[src/rtl/result_bcd_formatter.sv]
// result_bcd_formatter: sequential double-dabble conversion of quotient/remainder to BCD with blank masks; ports clk, rst, start, quotient_in, remainder_in -> busy, done, q_bcd, r_bcd, q_blank, r_blank
module result_bcd_formatter #(
  parameter int WIDTH  = 8,
  parameter int DIGITS = 3
) (
  input  logic                  clk,
  input  logic                  rst,
  input  logic                  start,
  input  logic [WIDTH-1:0]      quotient_in,
  input  logic [WIDTH-1:0]      remainder_in,
  output logic                  busy,
  output logic                  done,
  output logic [4*DIGITS-1:0]   q_bcd,
  output logic [4*DIGITS-1:0]   r_bcd,
  output logic [DIGITS-1:0]     q_blank,
  output logic [DIGITS-1:0]     r_blank
);
  localparam int CW = $clog2(WIDTH) + 1;
  localparam int BW = 4 * DIGITS;
  typedef enum logic [1:0] {IDLE, CONV_Q, CONV_R, DONE} state_t;
  state_t            state_q, state_d;
  logic [CW-1:0]     count_q, count_d;
  logic [WIDTH-1:0]  qs_q, qs_d, rs_q, rs_d;
  logic [BW-1:0]     scr_q, scr_d, qres_q, qres_d;
  logic [BW-1:0]     q_bcd_q, q_bcd_d, r_bcd_q, r_bcd_d;
  logic [DIGITS-1:0] q_blank_q, q_blank_d, r_blank_q, r_blank_d;
  logic [BW-1:0]     corr, shifted;
  logic [WIDTH-1:0]  op;
  logic              last, load;
  function automatic logic [DIGITS-1:0] blank(input logic [BW-1:0] b);
    logic [DIGITS-1:0] m;
    logic z;
    m = '0;
    z = 1'b1;
    for (int i = DIGITS - 1; i >= 1; i--) begin
      z = z & (b[4*i+:4] == 4'd0);
      m[i] = z;
    end
    return m;
  endfunction
  always_comb begin
    corr = '0;
    for (int i = 0; i < DIGITS; i++)
      corr[4*i+:4] = scr_q[4*i+:4] >= 4'd5 ? scr_q[4*i+:4] + 4'd3 : scr_q[4*i+:4];
    op        = state_q == CONV_Q ? qs_q : rs_q;
    shifted   = {corr[BW-2:0], op[WIDTH-1]};
    last      = count_q == CW'(WIDTH - 1);
    load      = (state_q == IDLE || state_q == DONE) && start;
    state_d   = state_q;
    count_d   = count_q;
    qs_d      = qs_q;
    rs_d      = rs_q;
    scr_d     = scr_q;
    qres_d    = qres_q;
    q_bcd_d   = q_bcd_q;
    r_bcd_d   = r_bcd_q;
    q_blank_d = q_blank_q;
    r_blank_d = r_blank_q;
    if (load) begin
      qs_d    = quotient_in;
      rs_d    = remainder_in;
      scr_d   = '0;
      count_d = '0;
      state_d = CONV_Q;
    end else if (state_q == DONE) begin
      state_d = IDLE;
    end else if (state_q == CONV_Q) begin
      qs_d    = qs_q << 1;
      scr_d   = last ? '0 : shifted;
      count_d = last ? '0 : count_q + CW'(1);
      qres_d  = last ? shifted : qres_q;
      state_d = last ? CONV_R : CONV_Q;
    end else if (state_q == CONV_R) begin
      rs_d    = rs_q << 1;
      scr_d   = shifted;
      count_d = last ? '0 : count_q + CW'(1);
      state_d = last ? DONE : CONV_R;
      if (last) begin
        q_bcd_d   = qres_q;
        r_bcd_d   = shifted;
        q_blank_d = blank(qres_q);
        r_blank_d = blank(shifted);
      end
    end
  end
  always_ff @(posedge clk or posedge rst) begin
    if (rst) begin
      state_q   <= IDLE;
      count_q   <= '0;
      qs_q      <= '0;
      rs_q      <= '0;
      scr_q     <= '0;
      qres_q    <= '0;
      q_bcd_q   <= '0;
      r_bcd_q   <= '0;
      q_blank_q <= '0;
      r_blank_q <= '0;
    end else begin
      state_q   <= state_d;
      count_q   <= count_d;
      qs_q      <= qs_d;
      rs_q      <= rs_d;
      scr_q     <= scr_d;
      qres_q    <= qres_d;
      q_bcd_q   <= q_bcd_d;
      r_bcd_q   <= r_bcd_d;
      q_blank_q <= q_blank_d;
      r_blank_q <= r_blank_d;
    end
  end
  assign busy    = state_q == CONV_Q || state_q == CONV_R;
  assign done    = state_q == DONE;
  assign q_bcd   = q_bcd_q;
  assign r_bcd   = r_bcd_q;
  assign q_blank = q_blank_q;
  assign r_blank = r_blank_q;
endmodule
[config.mk]
export PLATFORM = sky130hd
export DESIGN_NAME = result_bcd_formatter
export DESIGN_NICKNAME = d
export VERILOG_FILES = /design/src/rtl/result_bcd_formatter.sv
export SDC_FILE = /design/constraint.sdc
export NUM_CORES = 1
export LEC_CHECK = 0
export ABC_AREA = 1
export CAP_MARGIN = 20
export CORE_MARGIN = 2
export CORE_UTILIZATION = 49
export CTS_CLUSTER_SIZE = 25
export DETAILED_ROUTE_END_ITERATION = 10
export GPL_TIMING_DRIVEN = 0
export PLACE_DENSITY = 0.76
export REMOVE_ABC_BUFFERS = 1
export SETUP_SLACK_MARGIN = 0.15
export SLEW_MARGIN = 20
export SYNTH_ARGS = -nofsm -noshare
export SYNTH_HDL_FRONTEND = slang
export SYNTH_SLANG_ARGS = --single-unit
[constraint.sdc]
create_clock -name clk -period 2.1 [get_ports clk]
set_input_delay 0.315 -clock clk [delete_from_list [all_inputs] [get_ports clk]]
set_output_delay 0.315 -clock clk [all_outputs]
set_load 0.03 [all_outputs]
; ---- Word level (Yosys, flattened, before mapping)
; Cells that the tools add are included.
[totals]
register_bits = 74
inputBits = 19
[classes]
reduce_logical = 17
n_lt_le_gt_ge = 3
bitwise = 5
n_eq_ne = 6
n_addsub = 4
muxes = 27
[ops]
columns = op, count
row1 = 8-bit two-way mux, 8
row2 = 12-bit two-way mux, 5
row3 = 4-bit two-way mux, 7
row4 = 4-bit logical NOT, 4
row5 = 4-bit by 3-bit greater-or-equal comparator with 1-bit output (second input constant), 3
row6 = 2-bit two-way mux, 5
row7 = 4-bit by 2-bit adder with 4-bit output (second input constant), 2
row8 = 5-bit AND reduction, 1
row9 = 4-bit by 1-bit adder with 4-bit output (second input constant), 1
row10 = 2-bit == test (second input constant), 2
row11 = 4-bit by 3-bit == test with 1-bit output (second input constant), 1
row12 = 2-bit AND reduction, 2
row13 = 4-bit AND reduction, 1
row14 = 2-bit nonzero test, 2
row15 = 4-bit nonzero test, 1
row16 = 3-bit by 2-bit adder with 3-bit output (second input constant), 1
row17 = 3-bit two-way mux, 1
row18 = 1-bit NOT, 3
row19 = 3-bit AND reduction, 1
row20 = 3-bit nonzero test, 1
row21 = 1-bit AND, 2
row22 = 2-bit by 1-bit == test with 1-bit output (second input constant), 1
row23 = 2-bit logical NOT, 1
row24 = 1-bit logical OR, 2
row25 = other kinds (4), 4

; ---- Depth between registers and ports, before layout
; Gate-level depths: netlist (run 1).
[depth]
word_depth = 6
mapped_depth = 11

; ---- Least setup slack after synthesis (run 1)
; Ideal clock, no wire load.
[synth_path]
path_kind = flip-flop to flip-flop
from = register state_q[0]
to = register r_bcd_q[3] (netlist: r_bcd[3])
path_stages_with_launch = 8
period_less_slack_ns = 1.649
setup_time_ns = 0.131
arrival_time_ns = 1.519
path_buffers = 2
setup_slack_ns = 0.451
path_cell_list = dfrtp_1 ha_1 nor2_2 nand3_2 buf_6 buf_4 nand2_1 o21ai_0
[synth_via]
elab_chain_len = 5
word_cells_on_any_way = 10
classes_between = 3 x eq/ne / 3 x bitwise / 4 x reduce/logical
[synth_rtl]
columns = item, line
row1 = "start, declared", 21  ; state_t state_q, state_d;
row2 = "start signal, assigned", 99  ; state_q <= state_d;
row3 = 2-bit == test *, n/a
row4 = named net done, 12  ; output logic done,
row5 = 1-bit logical OR, 48  ; load = (state_q == IDLE || state_q == DONE) && start;
row6 = 1-bit logical AND, 48
row7 = 1-bit NOT (no line), n/a
row8 = 5-bit AND reduction (no line) *, n/a
row9 = "end signal, assigned", 106  ; r_bcd_q <= r_bcd_d;
row10 = "end, declared", 25  ; logic [BW-1:0] q_bcd_q, q_bcd_d, r_bcd_q, r_bcd_d;
; Mark *: on every way through the listed nets, which the timed path passes. The rest lies on a longest branch.
; A chain may end at the register's enable or synchronous reset.

; ---- Worst setup path after layout (run 1)
[layout_path]
from = register state_q[1]
to = output done
[layout_via]
elab_chain_len = 1
[layout_rtl]
columns = item, line
row1 = 2-bit == test, 112  ; assign done = state_q == DONE;
row2 = "end, declared", 12
; No other way between the ends.

==> results.tsv, run 1 <==
stage	metric	value	unit
sta	Period minus WS final	1.886	ns
critical_path	Worst path slowest cell	dlygate4sd2_1	
critical_path	worst-path cell chain	ha_2 > dlygate4sd2_1	
critical_path	Crit Path Class	flop to primary output	
place	I/O Buffers	48	
sta	count of pins over their slew limit	0	
synthesis	EDFF count, synth	0	
synthesis	Seq/Total Area, Yosys	53.26	%
critical_path	r2r endpoint	rs_q[7]	
sta	final setup violation count	0	
critical_path	worst r2r path cells	9	
synthesis	Synth cell types	33	
critical_path	CP Max Fanout	7	
critical_path	worst flop-to-flop path startpoint	state_q[0]	
critical_path	CP Launch Type	flop	
final_layout	share of cells above drive strength 1	11.56	%
clocking	clock sinks	74	
clocking	Num CTS Buffers	9	
clocking	Clk Latency, worst-skew pair	0.34	ns
grt	Total GRT Usage	20.77	%
final_layout	Layout area overhead	26.38	%
floorplanning	Die Width	88.24	um
critical_path	CP max stage delay	0.44	ns
routing	Pre-antenna DRT Iters	5	
final_layout	most common cell after layout, fill and taps aside	nand2_1	
grt	vias in the first global route	2685	
power	Pleak	0.002050	uW
sta	unrepaired setup endpoints after global routing	no	
final_layout	most frequent cells in the layout	nand2_1 (118), dfrtp_1 (74), clkdlybuf4s50_1 (46), o21ai_0 (41), inv_1 (35)	
sta	Post-Route Skew	0.008187	ns
clocking	CTS tree	built	
routing	Vias/cell	5.198	
synthesis	asr flop ratio synth	100.0	%
final_layout	non-filler instance count after layout	546	
final_layout	fin area	4394	sq um
run_status	outcome	finished clean	
critical_path	CP bufs+invs	1	
clocking	Max Root-Sink Buffers	2	
critical_path	Worst Path Arrival	1.57	ns
synthesis	Main synth FF type	dfrtp_1	
grt	largest net degree at the start of global routing	44	
floorplanning	initial core utilization	50.90	%
place	GP Congestion	0.8317	
grt	GRT overflow	0	
routing	via count	2838	
critical_path	crit path from	state_q[1]	
clocking	CTS root buf	clkbuf_8	
critical_path	CP top delay family	buffers and inverters	
run	max-cap violation count	0	
final_layout	Final nets	477	
sta	Tcrit/Tclk final	89.82	%
synthesis	synthesized area	3477	sq um
sta	hold_ws	0.3312	ns
critical_path	Worst Setup EP	done	
sta	Max Clock Freq	530.2	MHz
critical_path	setup slack, reg-to-reg	0.29	ns
power	VDD IR max	0.0009137	V
critical_path	Crit. End Element	primary output	
floorplanning	Placement Rows	30	
place	# placed instances	519	
place	placed cell area	3969	sq um
critical_path	cell depth of the worst setup path	2	
place	DP HPWL	4.608	mm
floorplanning	Ports	51	
grt	global-route wire length before repair	12.46	mm
final_layout	n_diodes	0	
clocking	CTS H-tree depth	3	
clocking	Worst-path clk slew	0.08	ns
synthesis	Yosys Warn Count	0	
critical_path	Worst Path Required	1.78	ns
power	Cell Pwr Density	1571	nW/um^2
routing	WL/cell	13.52	um
floorplanning	total die area	7786	sq um
routing	First DRT Iteration DRCs	272	
routing	ANT nets after route	0	
synthesis	Avg Inst Size Synth	8.939	sq um
routing	DR DRC count	0	
grt	initial antenna violation count	0	
routing	Post-Route WL	7.381	mm
floorplanning	chip height	88.24	um
floorplanning	Core Box Area	6832	sq um
synthesis	Gate Count Post-Synth	389	
synthesis	#FFs+latches synth	74	
hold_path	HP Class	input pin to async pin	
sta	Hold Vio Cnt, Final	0	
layer usage:
metal	routed length, um	share of wire [%]	up-vias	track usage [%]
met2	3620	49	109	34.11
met1	3257	44	1329	27.62
met3	403	5.5	11	3.918
li1	-	-	1389	-
met5	0	0	-	0
met4	100	1.4	0	7.713
worst min-delay path by stage:
stage | startpoint | end | cells past startpoint
floorplan | quotient_in[0] | qs_q[0] | 2
global placement | qres_q[3] | q_bcd[3] | 2
detailed placement | qres_q[2] | q_bcd[2] | 2
CTS | rst | qs_q[2] | 2
global route | rst | qs_q[3] | 2
finish | rst | qs_q[2] | 2
layout make-up:
cell class	count	area, sq um
Inverter	38	157.7
Clock inverter	5	102.6
Fill cell	588	2437
Clock buffer	10	137.6
Sequential cell	74	1852
Timing Repair Buffer	58	580.6
Multi-Input combinational cell	265	1444
Tap cell	96	120.1
sequential cells by signal, summed over array words and instances (netlist names):
| signal | count |
|---|---|
| r_bcd | 12 |
| count_q | 4 |
| state_q | 2 |
| q_bcd | 12 |
| qs_q | 8 |
| r_blank | 2 |
| q_blank | 2 |
| qres_q | 12 |
| scr_q | 12 |
| rs_q | 8 |
through the flow:
stage	utilization, %	setup slack (ns)	TNS (ns)	power [uW]
2_1_floorplan	-	-0.09662	-7.150	4333
3_3_place_gp	57.77	-1.303	-105.43	5023
3_5_place_dp	58.10	-0.4311	-10.09	5175
4_1_cts	62.93	0.1366	0	6717
5_1_grt	64.32	0.1502	0	7439
6_report	64.32	0.2138	0	6905
power breakdown:
part | total [uW] | internal [uW] | switching, uW
sequential | 2210 | 1920 | 292
clock | 1330 | 813 | 521
combinational | 3360 | 1260 | 2110
synthesized netlist by cell type (2+ instances only):
library cell,instances,area share (%)
nor2_4,2,0.65
dfrtp_1,74,53
nor2_1,23,2.5
nand2_1,119,13
nand4_1,5,0.90
buf_6,7,2.3
o22ai_2,4,1.4
a21oi_1,5,0.72
nor2_2,3,0.54
nand2_4,3,0.97
ha_1,12,4.3
buf_4,5,1.1
nand3_1,9,1.3
o22ai_1,7,1.3
o21ai_0,42,6.0
buf_2,3,0.43
o21ai_1,3,0.43
inv_1,36,3.9
a31oi_1,13,2.3
kinds of logic after synthesis:
group	share of synthesized area [%]
AND/OR/NAND/NOR	20.33
flip-flops	53.26
XOR/XNOR	0.2519
buffers and inverters	8.060
other	0.1078
adder cells (fa/ha/maj)	4.318
AO/OA/AOI/OAI	13.67
timing repair:
| item | 4_1_cts | 5_1_grt |
|---|---|---|
| endpoints found under the setup margin | 62 | 54 |
| resized for setup | 13 | 9 |
| hold buffers | 0 | 0 |
| setup buffers | 1 | 8 |
| gates cloned | 3 | 0 |
| pin swaps | 3 | 3 |
Note: power is estimated with default switching activity, not from simulation.
==> inputs of run 2 (changes only) <==
--- a/config.mk
+++ b/config.mk
@@ -8,11 +8,11 @@
 export ABC_AREA = 1
 export CAP_MARGIN = 20
 export CORE_MARGIN = 2
-export CORE_UTILIZATION = 49
+export CORE_UTILIZATION = 41
 export CTS_CLUSTER_SIZE = 25
 export DETAILED_ROUTE_END_ITERATION = 10
 export GPL_TIMING_DRIVEN = 0
-export PLACE_DENSITY = 0.76
+export PLACE_DENSITY = 0.66
 export REMOVE_ABC_BUFFERS = 1
 export SETUP_SLACK_MARGIN = 0.15
 export SLEW_MARGIN = 20
==> constraint.sdc (replaced) <==
create_clock -name clk -period 1.5 [get_ports clk]
set_input_delay 0.225 -clock clk [delete_from_list [all_inputs] [get_ports clk]]
set_output_delay 0.225 -clock clk [all_outputs]
set_load 0.03 [all_outputs]
==> results.tsv, run 2 (synthesis results as in run 1) <==
stage	metric	value	unit	change
grt	GRT overflow	0		unchanged
grt	Total GRT Usage	20.02	%	-0.75 points
power	Psw	4917	uW	+69%
clocking	hold buffers post-CTS	0		unchanged
critical_path	CP Launch Type	flop		
clocking	Num CTS Buffers	9		unchanged
final_layout	n_diodes	0		unchanged
power	P_int	6236	uW	+56%
routing	First DRT Iteration DRCs	233		-14%
place	dpl ws	-1.098	ns	-0.6669 ns
power	Combinational Power Share	56.8	%	+8.1 points
clocking	CTS H-tree depth	3		unchanged
grt	largest net degree at the start of global routing	41		-6.8%
sta	hold_ws	0.2648	ns	-0.06635 ns
sta	unrepaired setup endpoints after global routing	yes		
final_layout	# fillers	691		+18%
power	clock power share	15.2	%	-4.1 points
sta	relative max-transition margin	64.20	%	
clocking	CTS tree	built		
hold_path	HP Class	input pin to async pin		
run_status	outcome	finished, violations left		
routing	Pre-antenna DRT Iters	5		unchanged
sta	Post-Route Skew	0.005076	ns	-0.003111 ns
routing	Post-Route WL	8.829	mm	+20%
sta	Tcrit/Tclk final	110.6	%	
sta	final setup violation count	74		+74
run_status	violated checks	setup timing		
final_layout	share of cells above drive strength 1	28.60	%	+17 points
place	GP Congestion	0.8145		-2.1%
floorplanning	Die Width	96.09	um	+8.9%
clocking	Worst-path clk slew	0.08	ns	about the same
clocking	clock sinks	74		unchanged
sta	count of pins over their slew limit	0		unchanged
floorplanning	initial core utilization	42.32	%	-8.6 points
final_layout	Layout area overhead	41.71	%	
power	Pleak	0.002273	uW	+11%
sta	Worst-Margin Slew	0.5370	ns	
grt	vias in the first global route	2806		+4.5%
power	VDD IR max	0.001476	V	+62%
power	Cell Pwr Density	2264	nW/um^2	+44%
final_layout	most common cell after layout, fill and taps aside	nand2_1		
critical_path	Worst Path Required	1.73	ns	-0.05 ns
routing	DR DRC count	0		unchanged
place	DP HPWL	4.593	mm	-0.31%
clocking	CTS root buf	clkbuf_8		
routing	via count	3071		+8.2%
run	max-cap violation count	0		unchanged
grt	initial antenna violation count	0		unchanged
critical_path	worst-path cell chain	inv_2 > ha_4 > nand2_8 > clkinv_8 > nor2_4 > buf_12 > nand2_8 > nand2_2 > o21ai_1		
floorplanning	Ports	51		unchanged
sta	Hold Vio Cnt, Final	0		unchanged
critical_path	cell mode on critical path	nand2_8		
floorplanning	Placement Rows	33		+10%
floorplanning	Core Box Area	8217	sq um	+20%
floorplanning	total die area	9233	sq um	+19%
routing	WL/cell	14.94	um	+11%
final_layout	utilization after layout	59.97	%	-4.4 points
critical_path	Worst path slowest cell	dfrtp_1		
sta	Setup WS post-layout	-0.1595	ns	-0.3734 ns
power	Seq pwr share	27.9	%	-4.1 points
final_layout	most frequent cells in the layout	nand2_1 (101), dfrtp_1 (73), inv_1 (31), buf_4 (25), o21ai_0 (23)		
clocking	Max Root-Sink Buffers	2		unchanged
power	switching share of power	44.09	%	+1.8 points
routing	Vias/cell	5.196		about the same
final_layout	Final nets	512		+7.3%
floorplanning	chip height	96.09	um	+8.9%
critical_path	CP max stage delay	0.41	ns	-0.03 ns
critical_path	Worst Path Arrival	1.89	ns	+0.32 ns
routing	ANT nets after route	0		unchanged
grt	global-route wire length before repair	13.87	mm	+11%
sta	Max Clock Freq	602.6	MHz	
critical_path	Crit Path Class	flop to flop		
critical_path	Crit. End Element	flop		
critical_path	CP Max Fanout	7		unchanged
clocking	Clk Latency, worst-skew pair	0.35	ns	about the same
sta	Period minus WS final	1.660	ns	
place	I/O Buffers	48		unchanged
[run 2: changes by cell type in the layout (fill, tap and decap cells not counted), moves of 4 or more]
cell             previous run  this run
nand2_1                   118       101
o21ai_0                    41        23
nand2_2                     1        15
buf_4                       8        25
o21ai_2                     0         5
clkbuf_2                    0        14
buf_12                      2         6
inv_1                      35        31
buf_6                       0         8
clkdlybuf4s50_1            46        18
clkdlybuf4s15_1             0        13
nand2_8                     0         6
o21ai_1                     4        17
[run 2: power by group through the flow]
stage	registers [uW]	logic, uW	clock network, uW
finish	3110	6340	1700
global route	3180	6920	1850
CTS	3070	5610	1720
detailed placement	3100	4130	0
global placement	3080	4000	0
floorplan	3320	2750	0
[run 2: timing repair]
item,in CTS,in global routing
hold endpoints to repair,0,0
endpoints found under the setup margin,104,103
gates resized for setup,100,88
pin swaps,13,13
buffers inserted,26,11
cloned,8,2
[run 2: path summary, 6_finish.rpt]
kind	end	slack (ns)	depth (start not counted)	startpoint
worst max-delay path	qres_q[2]	-0.16	9	state_q[0]
worst min-delay path	qs_q[4]	0.26	2	rst
worst max register to register	qres_q[2]	-0.16	9	state_q[0]
worst min register to register	q_bcd[6]	0.48	2	q_bcd[6]
max in group asynchronous	q_bcd[2]	0.66	3	rst
min in group clk	rs_q[4]	0.44	3	remainder_in[4]
[run 2: through the flow]
| stage | setup TNS (ns) | power, uW | std cells | instance area (sq um) |
|---|---|---|---|---|
| 5_1_grt | -13.85 | 11950 | 591 | 4927 |
| 4_1_cts | -5.277 | 10400 | 578 | 4693 |
| 6_report | -7.858 | 11150 | 591 | 4927 |
| 3_3_place_gp | -189.63 | 7079 | 527 | 3958 |
| 3_5_place_dp | -53.71 | 7232 | 528 | 3980 |
| 2_1_floorplan | -67.99 | 6067 | 374 | 3346 |
[run 2: layer usage]
layer | vias up | wire length (um) | global-route usage, %
li1 | 1465 | - | -
met1 | 1468 | 3821 | 26.08
met2 | 119 | 4274 | 32.47
met3 | 19 | 519 | 4.150
met4 | 0 | 214 | 8.333
met5 | - | 0 | 0
[run 2: area by class of cell]
cell class	instances	area [sq um]	area share, %
inverters	38	168.9	3.428
repair inverters	1	6.256	0.1270
well taps	105	131.4	2.666
multi-input cells	270	1723	34.97
clock buffers	9	123.9	2.514
flip-flops and latches	74	1853	37.61
clock inverters	7	93.84	1.905
repair buffers	87	827.0	16.79
[run 2: critical path, delay by kind of cell, from the launching register on]
| kind | cells | cell delay [ns] |
|---|---|---|
| compound gates | 1 | 0.05 |
| fa+ha+maj | 1 | 0.24 |
| buf+inv | 3 | 0.36 |
| flops | 1 | 0.41 |
| simple gates | 4 | 0.46 |
==> inputs of run 3 (changes only) <==
--- a/config.mk
+++ b/config.mk
@@ -5,7 +5,6 @@
 export SDC_FILE = /design/constraint.sdc
 export NUM_CORES = 1
 export LEC_CHECK = 0
-export ABC_AREA = 1
 export CAP_MARGIN = 20
 export CORE_MARGIN = 2
 export CORE_UTILIZATION = 41
==> results.tsv, run 3 <==
stage	metric	value	unit	change
floorplanning	total die area	9084	sq um	-1.6%
synthesis	#FFs+latches synth	74		unchanged
sta	unrepaired setup endpoints after global routing	yes		
sta	final setup violation count	76		+2.7%
hold_path	HP Class	input pin to async pin		
synthesis	synthesized area	3418	sq um	-1.7%
floorplanning	Placement Rows	33		unchanged
clocking	Max Root-Sink Buffers	2		unchanged
grt	global-route wire length before repair	14.08	mm	+1.5%
clocking	CTS H-tree depth	3		unchanged
floorplanning	Die Width	95.31	um	-0.81%
floorplanning	Ports	51		unchanged
sta	count of pins over their slew limit	0		unchanged
place	GP Congestion	0.7369		-9.5%
grt	initial antenna violation count	0		unchanged
clocking	CTS tree	built		
clocking	Clk Latency, worst-skew pair	0.35	ns	about the same
synthesis	Main synth FF type	dfrtp_1		
routing	Post-Route WL	9.085	mm	+2.9%
synthesis	Synth cell types	46		+39%
routing	WL/cell	17.01	um	+14%
sta	Setup WS post-layout	-0.3346	ns	-0.1751 ns
routing	via count	2861		-6.8%
final_layout	most common cell after layout, fill and taps aside	dfrtp_1		
final_layout	most frequent cells in the layout	dfrtp_1 (73), nand2_1 (49), buf_4 (30), o21ai_1 (24), clkdlybuf4s50_1 (18)		
critical_path	CP bufs+invs	2		-1
grt	largest net degree at the start of global routing	52		+27%
clocking	clock sinks	74		unchanged
sta	Post-Route Skew	0.008113	ns	+0.003037 ns
critical_path	CP Launch Type	flop		
critical_path	CP top delay family	flip-flops		
synthesis	share of the synthesized area in the top cell type	54.17	%	+0.92 points
power	VDD IR max	0.001273	V	-14%
critical_path	CP Max Fanout	7		unchanged
place	placed cell area	3963	sq um	-0.44%
clocking	hold buffers post-CTS	0		unchanged
critical_path	Crit. End Element	flop		
critical_path	Worst Path Arrival	2.07	ns	+0.18 ns
grt	GRT overflow	0		unchanged
run_status	violated checks	setup timing		
synthesis	Yosys Warn Count	0		unchanged
synthesis	Avg Inst Size Synth	10.49	sq um	+17%
routing	First DRT Iteration DRCs	96		-59%
floorplanning	initial core utilization	42.02	%	-0.29 points
floorplanning	chip height	95.31	um	-0.81%
synthesis	EDFF count, synth	0		unchanged
final_layout	utilization after layout	63.50	%	+3.5 points
synthesis	post-synth top area cell	dfrtp_1		
critical_path	worst-path cell chain	ha_4 > and2_4 > nor2_4 > buf_12 > nand4b_4 > buf_6 > mux2_4		
synthesis	commonest cells in the netlist	dfrtp_1 (74), nand2_1 (64), o21ai_0 (35), nor2_1 (14), inv_1 (13)		
sta	Tcrit/Tclk final	122.3	%	+12 points
clocking	CTS root buf	clkbuf_8		
synthesis	Seq/Total Area, Yosys	54.17	%	+0.92 points
run	max-cap violation count	0		unchanged
power	Cell Pwr Density	1956	nW/um^2	-14%
sta	Hold Vio Cnt, Final	0		unchanged
synthesis	asr flop ratio synth	100.0	%	unchanged
power	Pleak	0.002420	uW	+6.5%
final_layout	Layout area overhead	51.10	%	
grt	Total GRT Usage	20.55	%	+0.53 points
routing	DR DRC count	0		unchanged
final_layout	non-filler instance count after layout	534		-9.6%
critical_path	setup slack, reg-to-reg	-0.33	ns	-0.18 ns
sta	Max Clock Freq	545.1	MHz	-9.5%
floorplanning	Core Box Area	8134	sq um	-1.0%
critical_path	CP max stage delay	0.45	ns	+0.04 ns
critical_path	Worst path slowest cell	dfrtp_2		
place	I/O Buffers	48		unchanged
final_layout	Final nets	455		-11%
clocking	Worst-path clk slew	0.08	ns	about the same
power	Power Total	10100	uW	-9.4%
critical_path	Worst Path Required	1.74	ns	about the same
sta	Period minus WS final	1.835	ns	+0.1751 ns
final_layout	share of cells above drive strength 1	40.33	%	+12 points
synthesis	top-count cell post-synth	dfrtp_1		
run_status	outcome	finished, violations left		
place	DP HPWL	4.311	mm	-6.2%
final_layout	n_diodes	0		unchanged
routing	Pre-antenna DRT Iters	4		-1
routing	ANT nets after route	0		unchanged
critical_path	Crit Path Class	flop to flop		
synthesis	Gate Count Post-Synth	326		-16%
place	# placed instances	464		-12%
routing	Vias/cell	5.358		+3.1%
synthesis	Synth area leaders	dfrtp_1 (54%), nand2_1 (7.0%), o21ai_0 (5.1%)		
final_layout	fin area	5165	sq um	+4.8%
grt	vias in the first global route	2874		+2.4%
clocking	Num CTS Buffers	9		unchanged
[run 3: cell types whose count changed in the layout (fill, tap and decap cells not counted), sizes merged, moves of 6 or more]
cell	change
nand2	-60
inv	-24
mux2	+17
nand3	-13
nor2	-11
buf	+9
mux2i	+8
a21oi	+6
nand4b	+6
o21ai	-6
o22ai	-6
[run 3: power by group]
| group | total (uW) | internal (uW) | switching, uW |
|---|---|---|---|
| Combinational | 5280 | 2510 | 2770 |
| Sequential | 2750 | 2420 | 336 |
| Clock | 2070 | 1320 | 749 |
| Total | 10100 | 6240 | 3860 |
[run 3: kinds of logic (layout without fill, tap and decap cells)]
kind of cell / after synthesis / after routing / synth area share, %
AO/OA/AOI/OAI: 76 / 76 / 13.69
XOR/XNOR: 4 / 4 / 1.025
adder cells (fa/ha/maj): 12 / 12 / 4.392
buffers and inverters: 30 / 124 / 4.392
flip-flops: 74 / 74 / 54.17
multiplexers: 25 / 25 / 7.943
other: 1 / 2 / 0.1097
AND/OR/NAND/NOR: 104 / 112 / 14.28
[run 3: routing by layer]
layer / vias to the layer above / share of wire (%) / track usage [%]
met5: - / 0 / 0
met4: 0 / 2.7 / 9.420
met3: 22 / 5.4 / 4.427
met2: 101 / 50 / 34.98
met1: 1392 / 42 / 24.87
li1: 1346 / - / -
[run 3: per-stage QoR]
step                      setup WS (ns)  setup TNS (ns)  hold slack, ns
after floorplan                 -0.6066          -67.53          0.3304
after global placement           -1.810         -174.68          0.4629
after detailed placement        -0.9169          -43.95          0.4716
after CTS                       -0.3339          -13.33          0.1952
after global routing            -0.3817          -19.30          0.1977
final                           -0.3346          -15.30          0.1874
[run 3: cell type report]
| cell class | count | area (sq um) |
|---|---|---|
| fill | 626 | 2969 |
| multi-input combinational | 231 | 1943 |
| sequential | 74 | 1853 |
| timing repair buffer | 95 | 917.1 |
| clock buffer | 11 | 141.4 |
| tap | 105 | 131.4 |
| clock inverter | 5 | 125.1 |
| inverter | 13 | 53.80 |
[run 3: repair_timing]
| item | in CTS | in global routing |
|---|---|---|
| pin swaps | 40 | 22 |
| cloned | 7 | 1 |
| buffers inserted | 33 | 13 |
| resized for setup | 134 | 87 |
| endpoints found under the setup margin | 104 | 102 |
[run 3: path summary, 6_finish.rpt]
kind                                     start  depth (start not counted)       end
worst max-delay path                state_q[1]                          7  q_bcd[1]
worst min-delay path                       rst                          2   qs_q[1]
max in group asynchronous                  rst                          3  scr_q[0]
min in group clk                quotient_in[0]                          3   qs_q[0]
worst max register to register      state_q[1]                          7  q_bcd[1]
worst min register to register        r_bcd[7]                          2  r_bcd[7]
